<file path="src/rtl/freq_gen_pkg.sv">
// Shared defaults and preset-divisor helper for the programmable clock divider.
// The preset table is BASE_DIV scaled by powers of two, clipped to the counter width.
package freq_gen_pkg;

    localparam int CNT_W    = 16;
    localparam int SEL_W    = 2;
    localparam int BASE_DIV = 400;
    localparam int AUX_BIT  = 11;

    // Code 0 is the slowest preset and the all-ones code is BASE_DIV itself.
    // The result saturates to the largest value that fits in cnt_w bits.
    function automatic logic [63:0] preset_div(input logic [63:0] base,
                                               input int unsigned sel,
                                               input int unsigned sel_w,
                                               input int unsigned cnt_w);
        int unsigned sh;
        logic [63:0] max_v;
        logic [63:0] val;
        sh    = (32'd1 << sel_w) - 32'd1 - sel;
        max_v = (cnt_w >= 32'd64) ? '1 : ((64'd1 << cnt_w) - 64'd1);
        val   = base << sh;
        if (((val >> sh) != base) || (val > max_v))
            val = max_v;
        return val;
    endfunction

endpackage

</file>
<file path="src/rtl/free_prescaler.sv">
// Free-running AUX_BIT-bit prescaler; its output flips each time the count wraps.
// Only reset touches it, so it stays phase-stable across divider enables and restarts.
module free_prescaler #(
    parameter int AUX_BIT = 11
) (
    input  logic clk,
    input  logic rst,
    output logic toggle
);

    logic [AUX_BIT-1:0] pre_q, pre_d;
    logic               tgl_q, tgl_d;

    always_comb begin
        pre_d = pre_q + AUX_BIT'(1);
        tgl_d = (&pre_q) ? ~tgl_q : tgl_q;
    end

    always_ff @(posedge clk or posedge rst) begin
        if (rst) begin
            pre_q <= '0;
            tgl_q <= 1'b0;
        end else begin
            pre_q <= pre_d;
            tgl_q <= tgl_d;
        end
    end

    assign toggle = tgl_q;

endmodule

</file>
<file path="src/rtl/freq_divider_gen.sv">
// Programmable 50%-duty clock divider with glitch-free divisor switching,
// enable, phase restart, toggle strobe and an independent auxiliary slow clock.
module freq_divider_gen #(
    parameter int CNT_W    = freq_gen_pkg::CNT_W,
    parameter int SEL_W    = freq_gen_pkg::SEL_W,
    parameter int BASE_DIV = freq_gen_pkg::BASE_DIV,
    parameter int AUX_BIT  = freq_gen_pkg::AUX_BIT
) (
    input  logic             clk,
    input  logic             rst,
    input  logic             en,
    input  logic [SEL_W-1:0] freq,
    input  logic             div_mode,
    input  logic [CNT_W-1:0] div_custom,
    input  logic             sync_clr,
    output logic             out_clk,
    output logic             out_tick,
    output logic             aux_clk,
    output logic [CNT_W-1:0] div_active
);

    import freq_gen_pkg::*;

    localparam logic [CNT_W-1:0] ONE      = CNT_W'(1);
    localparam logic [CNT_W-1:0] SLOW_RAW =
        CNT_W'(preset_div(64'(BASE_DIV), 32'd0, 32'(SEL_W), 32'(CNT_W)));
    localparam logic [CNT_W-1:0] DIV_SLOW = (SLOW_RAW == '0) ? ONE : SLOW_RAW;

    logic [CNT_W-1:0] cnt_q, cnt_d;
    logic [CNT_W-1:0] div_active_q, div_active_d;
    logic             out_clk_q, out_clk_d;
    logic             out_tick_q, out_tick_d;
    logic [CNT_W-1:0] div_sel, div_req;

    always_comb begin
        div_sel = div_mode ? div_custom
                           : CNT_W'(preset_div(64'(BASE_DIV), 32'(freq), 32'(SEL_W), 32'(CNT_W)));
        div_req = (div_sel == '0) ? ONE : div_sel;
    end

    // The divisor is only re-sampled at a half-period boundary or a restart, so a
    // level already in progress always completes with the length it started with.
    // Using >= on the boundary compare also recovers from an out-of-range count.
    always_comb begin
        cnt_d        = cnt_q;
        div_active_d = div_active_q;
        out_clk_d    = out_clk_q;
        out_tick_d   = 1'b0;
        if (sync_clr) begin
            cnt_d        = '0;
            out_clk_d    = 1'b0;
            div_active_d = div_req;
        end else if (en) begin
            if (cnt_q >= div_active_q - ONE) begin
                cnt_d        = '0;
                out_clk_d    = ~out_clk_q;
                out_tick_d   = 1'b1;
                div_active_d = div_req;
            end else begin
                cnt_d = cnt_q + ONE;
            end
        end
    end

    always_ff @(posedge clk or posedge rst) begin
        if (rst) begin
            cnt_q        <= '0;
            div_active_q <= DIV_SLOW;
            out_clk_q    <= 1'b0;
            out_tick_q   <= 1'b0;
        end else begin
            cnt_q        <= cnt_d;
            div_active_q <= div_active_d;
            out_clk_q    <= out_clk_d;
            out_tick_q   <= out_tick_d;
        end
    end

    free_prescaler #(.AUX_BIT(AUX_BIT)) u_aux (
        .clk    (clk),
        .rst    (rst),
        .toggle (aux_clk)
    );

    assign out_clk    = out_clk_q;
    assign out_tick   = out_tick_q;
    assign div_active = div_active_q;

endmodule
</file>
<file path="config.mk">
export PLATFORM = sky130hd
export DESIGN_NAME = freq_divider_gen
export DESIGN_NICKNAME = d
export VERILOG_FILES = /design/src/rtl/freq_gen_pkg.sv /design/src/rtl/free_prescaler.sv /design/src/rtl/freq_divider_gen.sv
export SDC_FILE = /design/constraint.sdc
export NUM_CORES = 1
export LEC_CHECK = 0
export ABC_CLOCK_PERIOD_IN_PS = 3900
export CORE_UTILIZATION = 30
export CTS_CLUSTER_DIAMETER = 50
export CTS_CLUSTER_SIZE = 30
export DETAILED_ROUTE_END_ITERATION = 6
export SKIP_LAST_GASP = 1
export SLEW_MARGIN = 20
export SYNTH_ARGS = -nofsm -noshare
export SYNTH_HDL_FRONTEND = slang
export SYNTH_SLANG_ARGS = --single-unit
</file>
<file path="constraint.sdc">
create_clock -name clk -period 3.9 [get_ports clk]
set_clock_uncertainty 0.2 [all_clocks]
set_input_delay 0.975 -clock clk [delete_from_list [all_inputs] [get_ports clk]]
set_output_delay 0.975 -clock clk [all_outputs]
set_load 0.03 [all_outputs]
</file>
==> flow_metrics.env, run 1 <==
export IMPL_status="complete, no violations"
export IMPL_cts_path_max_buffers=2
export IMPL_netlist_top_cells_area="dfrtp_1 (37%), ha_1 (11%), mux2_2 (8.1%)"
export IMPL_rows=35
export IMPL_drive_gt1_frac=0.128
export IMPL_synth_cell_types=41
export IMPL_vias=2215
export IMPL_crit_arrival_ns=3.48
export IMPL_synth_area_sq_um=2910
export IMPL_ys_seq_area_frac=0.397
export IMPL_synth_avg_cell_area_sq_um=9.87
export IMPL_clock_sinks=46
export IMPL_hp_class="reg -> reg"
export IMPL_synth_cells=295
export IMPL_diodes=0
export IMPL_start_kind="flip-flop"
export IMPL_first_global_vias=2203
export IMPL_maxCapViolCount=0
export IMPL_viasPerCell=4.69
export IMPL_fin_crit_ns=3.50
export IMPL_tns_ns=0
export IMPL_drc=0
export IMPL_synth_edff_count=0
export IMPL_powerDensity_nw_per_um2=305
export IMPL_final_common_cell="dfrtp_1"
export IMPL_grt_pass1_wl_mm=10.4
export IMPL_drt_iter0_drc=92
export IMPL_slew_violations=0
export IMPL_ir_worst_vdd_v=0.000134
export IMPL_async_flop_share=1.00
export IMPL_post_dp_hpwl_mm=4.74
export IMPL_ios=42
export IMPL_cts_root_buf="clkbuf_8"
export IMPL_fin_area_sq_um=3610
export IMPL_tightest_slew_ns=0.783
export IMPL_rsz0062_at_grt="false"
export IMPL_wl_per_cell_microns=12.9
export IMPL_grtUsageTotal=0.131
export IMPL_io_buffers=41
export IMPL_routabilityCongestion=0.773
export IMPL_drt_first_pass_iters=4
export IMPL_cts_tree="done"
export IMPL_yosysTopAreaCell="dfrtp_1"
export IMPL_layout_nets=390
export IMPL_min_period_over_period=0.897
export IMPL_wl_mm=6.09
export IMPL_post_cts_setup_buffer_count=0
export IMPL_grt_antenna_before_repair=0
export IMPL_place_area_sq_um=3510
export IMPL_synth_fp_nets=343
export IMPL_synth_top_area_share=0.370
export IMPL_start_util=0.312
export IMPL_die_area_sq_um=10100
export IMPL_h_tree_depth=2
export IMPL_setup_viol=0
export IMPL_worstRegToRegCells=12
export IMPL_final_cell_mix="dfrtp_1 (43), clkdlybuf4s50_1 (41), nor2_1 (32), nand2_1 (27), ha_1 (25)"
export IMPL_min_delay_path_depth=1
export IMPL_synth_seq_cells=46
export IMPL_grt_start_max_net_pins=47
export IMPL_criticalPathCategory="reg -> reg"
export IMPL_p_leak_nw=1.51
export IMPL_fmax_mhz=286
export IMPL_fp_dieW_microns=100
export IMPL_crit_fanout=19
export IMPL_cp_data_required_time_ns=3.88
export IMPL_relSlewSlack=0.478
export IMPL_die_h_microns=100
export IMPL_yosys_warnings=0
export IMPL_r2r_slack_ns=0.40
export IMPL_finalHoldViolations=0
export IMPL_area_growth_pct=23.9
export IMPL_cts_buffers=5
export IMPL_core_sq_um=9330
export IMPL_end_kind="flip-flop"
export IMPL_route_antenna_remaining_nets=0
export IMPL_clk_pin_slew_ns=0.09
export IMPL_synth_ff_type="dfrtp_1"
export IMPL_gr_total_overflow=0
export IMPL_worst_skew_pair_late_latency_ns=0.30
[routing by layer]
layer	track usage	up-vias	wire, microns
met1	0.175	1063	3030
met2	0.214	30	2790
met3	0.0291	6	206
li1	-	1116	-
met5	0	-	0
met4	0.0346	0	58
[worst paths after layout]
path / startpoint / endpoint
max: div_active[3] / div_active[12]
min in group asynchronous: rst / u_aux.toggle
min reg2reg: u_aux.pre_q[10] / u_aux.pre_q[10]
min: u_aux.pre_q[10] / u_aux.pre_q[10]
max in group asynchronous: rst / out_tick
max reg2reg: div_active[3] / div_active[12]
[stage by stage]
step	utilization	worst slack, ns	hold slack [ns]	instances	total power [W]
after global placement	0.376	0.354	0.252	464	0.000798
final	0.387	0.401	0.271	472	0.00110
after global routing	0.387	0.0690	0.285	472	0.00116
after detailed placement	0.376	0.287	0.260	464	0.000803
after floorplan	-	0.433	0.238	295	0.000692
after CTS	0.386	0.249	0.277	472	0.00112
[state kept, by name, indices dropped and copies added, names as in the netlist]
register and flops:
u_aux.toggle 1, out_clk 1, u_aux.pre_q 11, cnt_q 16, div_active 16, out_tick 1
[timing repair]
action	in CTS	in global routing
hold buffers	0	0
gates resized for setup	0	1
setup endpoints to repair	0	13
[layout make-up]
class                   count  area (sq um)
fillers                   927          5720
inverters                  17          65.1
clock inverters             2          12.5
multi-input cells         225          1660
well taps                 129           161
clock buffers               6          82.6
repair buffers             47           468
flip-flops and latches     46          1150
[where the power goes]
group,internal [W],switching [W],leakage [nW]
Combinational,0.000122,0.000132,0.883
Clock,0.000143,0.000166,0.0472
Sequential,0.000502,0.0000341,0.581
[critical path, stage by stage, from the launching register on]
cell and delay [ns]:
dfrtp_1 0.45, nor4_1 0.37, nand2_1 0.19, nor4_4 0.22
or3b_1 0.39, xor2_1 0.15, ha_1 0.30, nand2_1 0.06
o21ai_1 0.28, a21oi_1 0.11, nand2_1 0.15, buf_12 0.18
mux2_2 0.34
[cell families after synthesis]
family / count (synthesis) / share of synthesized area
mux: 21 / 0.0813
compound gates: 38 / 0.0834
flops: 46 / 0.397
fa+ha+maj: 25 / 0.107
xor+xnor: 37 / 0.111
buf+inv: 24 / 0.0322
simple gates: 104 / 0.187
[synthesized netlist by cell type, types with 4 or more instances]
cell and n:
o21ai_0 6, xnor2_1 19, nor4_1 6, clkbuf_1 4
inv_1 17, mux2_2 21, nand3_1 10, ha_1 25
nor3_1 5, nand2_1 27, nor2_1 32, xor2_1 18
a21oi_1 14, dfrtp_1 43
(Power assumes the default switching activity.)
==> run 2, diff against run 1 <==
Settings changed: SETUP_SLACK_MARGIN set to 0.02.
==> results of run 2 <==
Same layout as run 1: the final DEF is identical, and so are final timing and power.
==> RTL edit 1: new RTL, flow settings as in run 2 <==
Change the package constant `CNT_W` from 16 to 14.
--- a/src/rtl/freq_gen_pkg.sv
+++ b/src/rtl/freq_gen_pkg.sv
@@ -4,3 +4,3 @@
 
-    localparam int CNT_W    = 16;
+    localparam int CNT_W    = 14;
     localparam int SEL_W    = 2;
Ports: changed (resized div_active and div_custom); port bits go from 42 to 38. The function was not compared with the original's and may differ.
==> RTL edit 1 against run 2 <==
  * Via count is 3.8% higher
  * Critical endpoint is now cnt_q[13]$_DFFE_PP0P_
  * Sequential cell count is 4 lower
  * The flow now finishes with violations (design-rule violations)
  * Final cell count is 6.8% lower
  * Routed wire length rose by 7.2%
  * Setup slack got worse by 0.034 ns
  * Power down 6.5%
  * Final area down 6.9%
  * Hold slack gained 0.0045 ns
  * Combinational power fell by 7.9%
  * Area after synthesis is 5.8% lower
  * Count of clock-buffer cells in the layout shrank 1
==> RTL edit 1: results (changes against run 2) <==
setup_path:
  cp_slowest_cell: "or4_1"
  crit_family: "compound AO/OA/AOI/OAI gates"
  r2r_cells: 12  # unchanged
  r2r-start: "div_active[8]$_DFFE_PP0P_"
  cp_max_fo: 6  # -13
  worstPathArrival_ns: 3.51  # +0.03 ns
  crit_path_max_incr_delay_ns: 0.53  # +0.08 ns
place:
  dp_slack_ns: 0.4042  # +0.1177 ns
  dp_hpwl_um: 5030  # +6.2%
  gp_congestion: 0.9737  # +26%
  io_buffers: 37  # -9.8%
  dp_cells: 432  # -6.9%
drt:
  via_per_inst: 5.225  # +11%
  drcViolationCount: 2  # +2
  wl_um: 6525  # +7.2%
  drt-pass1-iter-count: 6  # +2
  wl_per_cell_um: 14.83  # +15%
  drtIter0Drc: 76  # -17%
clock_network:
  post_cts_buffers: 0  # unchanged
  cts_root_buf: "clkbuf_8"
  clk_path_buf_depth: 2  # unchanged
  cts_buffers: 5  # unchanged
  cts.repair.resized: 0  # unchanged
  cts.htree.levels: 2  # unchanged
  clkLatencyLatePin_ns: 0.31
grt:
  grt_max_degree: 26  # -45%
  grt_pass1_wl_um: 10920  # +4.7%
  antenna_found_initial: 0  # unchanged
  grt_pass1_vias: 2274  # +3.2%
  grt_usage_pct: 14.14  # +1.0 points
synth:
  synth_top_area_cell: "dfrtp_1"
  synth_fp_nets: 331  # -3.5%
  synth_top_cells_by_count: "dfrtp_1, nand2_1, ha_1"
  synth_async_sr_flop_share_pct: 100.0  # unchanged
  synthCells: 287  # -2.7%
  yosys-top-cells-area: "dfrtp_1, ha_1, xnor2_1, nand2_1, mux2i_1"
  synth-seq-area-share_pct: 38.46  # -1.2 points
  yosysWarnings: 0  # unchanged
  ys_types: 44  # +7.3%
run_status:
  outcome: "finished with violations"
  failed_checks: "design-rule violations"
worst_hold_path:
  whs_path_depth: 1  # unchanged
  hold_class: "flop to flop"
layout:
  num-fill-cells: 880  # -5.1%
  num-nets-final: 375  # -3.8%
  drive_gt1_share_pct: 9.940  # -2.9 points
  diodes: 0  # unchanged
timing:
  worstMarginPinSlew_ns: 0.8677  # +0.08489 ns
power:
  leakagePower_uw: 0.001396  # -7.6%
  ir_drop_v: 0.0001379  # +2.7%
[RTL edit 1: worst register-to-register path: cells and delay by family, from the launching register on]
kind | cells | cell delay [ns]
adders and majority gates | 1 | 0.29
xor gates and xnor gates | 1 | 0.13
DFF | 1 | 0.44
AOI/OAI and AO/OA | 4 | 1.14
and+or+nand+nor | 5 | 1.04
buffers and inverters | 1 | 0.17
[RTL edit 1: final timing paths]
kind,endpoint,slack [ns]
max,cnt_q[13]$_DFFE_PP0P_,0.37
min,u_aux.pre_q[10]$_DFF_PP0_,0.28
max reg2reg,cnt_q[13]$_DFFE_PP0P_,0.37
min reg2reg,u_aux.pre_q[10]$_DFF_PP0_,0.28
max in group asynchronous,cnt_q[6]$_DFFE_PP0P_,1.96
min in group asynchronous,u_aux.pre_q[1]$_DFF_PP0_,0.84
[RTL edit 1: per-layer routing]
layer / track usage, % / part of all wire, % / up-vias
met1: 18.69 / 48 / 1118
met4: 3.147 / 0.74 / 0
met3: 2.590 / 3.8 / 7
met5: 0 / 0 / -
li1: - / - / 1128
met2: 23.95 / 48 / 46
[RTL edit 1: area by class of cell]
type,count,area share (%)
clock buffers,5,2.051
clock inverters,3,0.7830
inverters,17,1.902
multi-input cells,219,46.76
flip-flops and latches,42,31.43
well taps,108,4.027
repair buffers,46,13.05
[RTL edit 1: per-stage QoR]
stage	total power [uW]	hold slack [ns]	util, %	instance area [um2]
6_report	1028	0.2756	38.11	3356
3_3_place_gp	720.3	0.2535	37.03	3261
5_1_grt	1084	0.2916	38.11	3356
4_1_cts	1040	0.2742	38.11	3356
2_1_floorplan	627.7	0.2348	-	2743
3_5_place_dp	725.4	0.2553	37.03	3261
[RTL edit 1: where the power goes]
part | switching (uW) | internal (uW) | total, uW
sequential | 25.8 | 455 | 481
combinational | 129 | 105 | 234
clock | 179 | 133 | 312
total | 334 | 694 | 1030
[RTL edit 1: cell families (layout without fill, tap and decap cells)]
family          count (synthesis)  in the layout  share of synthesized area [%]
simple gates                  110            110                          19.66
compound gates                 46             46                          13.50
flops                          42             42                          38.46
xor+xnor                       26             26                          8.303
buf+inv                        26             71                          4.334
fa+ha+maj                      23             23                          10.49
mux                            14             14                          5.246
==> RTL edit 2: new RTL, settings of run 2 <==
Without the edit above. Add an input register stage for `en`, `freq`, `div_mode`, `div_custom` and `sync_clr`, cleared by the reset; this delays them by one clock.
--- a/src/rtl/freq_divider_gen.sv
+++ b/src/rtl/freq_divider_gen.sv
@@ -28,2 +28,24 @@
 
+    logic en_q;
+    logic [SEL_W-1:0] freq_q;
+    logic div_mode_q;
+    logic [CNT_W-1:0] div_custom_q;
+    logic sync_clr_q;
+
+    always_ff @(posedge clk or posedge rst) begin
+        if (rst) begin
+            en_q         <= '0;
+            freq_q       <= '0;
+            div_mode_q   <= '0;
+            div_custom_q <= '0;
+            sync_clr_q   <= '0;
+        end else begin
+            en_q         <= en;
+            freq_q       <= freq;
+            div_mode_q   <= div_mode;
+            div_custom_q <= div_custom;
+            sync_clr_q   <= sync_clr;
+        end
+    end
+
     logic [CNT_W-1:0] cnt_q, cnt_d;
@@ -35,4 +57,4 @@
     always_comb begin
-        div_sel = div_mode ? div_custom
-                           : CNT_W'(preset_div(64'(BASE_DIV), 32'(freq), 32'(SEL_W), 32'(CNT_W)));
+        div_sel = div_mode_q ? div_custom_q
+                           : CNT_W'(preset_div(64'(BASE_DIV), 32'(freq_q), 32'(SEL_W), 32'(CNT_W)));
         div_req = (div_sel == '0) ? ONE : div_sel;
@@ -48,3 +70,3 @@
         out_tick_d   = 1'b0;
-        if (sync_clr) begin
+        if (sync_clr_q) begin
             cnt_d        = '0;
@@ -52,3 +74,3 @@
             div_active_d = div_req;
-        end else if (en) begin
+        end else if (en_q) begin
             if (cnt_q >= div_active_q - ONE) begin
Function: changed (Yosys sat finds a counterexample within 4 cycles, from zero or initial values and one cycle with rst high).
==> RTL edit 2 against run 2 <==
  * Final cell count up 17%
  * Setup slack worse by 0.28 ns
  * Power up 74%
  * First-iteration DRC count up 1.1%
  * Critical endpoint is now cnt_q[12]$_DFFE_PP0P_
  * Final area up 27%
  * Area after synthesis up 19%
  * Critical path type unchanged
  * Sequential cell count up 21
  * Routed wire length up 24%
==> RTL edit 2: results (changes against run 2) <==
place:
  dp_cells: 536  # +16%
  gp_congestion: 0.7796  # +0.91%
  placed_cell_area_mm2: 0.004199  # +20%
  dp_slack_ns: -0.08762  # -0.3742 ns
clock_network:
  clkLatencyLatePin_ns: 0.33  # +0.03 ns
  cts_buffers: 9  # +4
  clk_pin_slew_ns: 0.06  # -0.03 ns
setup_path:
  cp_max_fo: 6  # -13
  r2r_cells: 13  # +1
  cp_slowest_cell: "or4_4"
grt:
  use_met2_pct: 23.72  # +2.3 points
  met1_usage_pct: 17.59  # +0.059 points
  grt_pass1_vias: 2687  # +22%
  grt_usage_pct: 14.23  # +1.1 points
drt:
  met3_length_um: 307  # +49%
  wl_um: 7543  # +24%
  via_per_inst: 4.926  # +5.0%
synth:
  synth-seq-area-share_pct: 48.57  # +8.9 points
  ys_types: 45  # +9.8%
layout:
  drive_gt1_share_pct: 15.25  # +2.4 points
  num-nets-final: 456  # +17%
run_status:
  outcome: "completed"
power:
  leakagePower_uw: 0.001936  # +28%
  ir_drop_v: 0.0003166  # +140%
timing:
  whs_ns: 0.2673  # -0.003724 ns
[RTL edit 2: power breakdown]
group          total, uW  leakage (uW)  switching, uW  internal [uW]
Clock                825      0.000152            321            505
Combinational        313      0.000967            166            147
Sequential           776      0.000817           40.3            735
Total               1910       0.00194            527           1390
[RTL edit 2: kinds of logic (layout without fill, tap and decap cells)]
group	Yosys count	in the layout	share of synthesized area, %
muxes	5	5	1.447
and+or+nand+nor	121	121	17.00
xor gates and xnor gates	27	27	6.836
AOI/OAI and AO/OA	72	73	13.67
buffers and inverters	24	95	3.436
DFF	67	67	48.57
adders and majority gates	25	25	9.042
[RTL edit 2: cell type report]
class / instances / area, um2
clock buffers: 9 / 225.2
clock inverters: 7 / 78.83
fillers: 1080 / 6454
inverters: 15 / 56.30
multi-input cells: 251 / 1752
flip-flops and latches: 67 / 1683
well taps: 140 / 175.2
repair buffers: 64 / 606.8
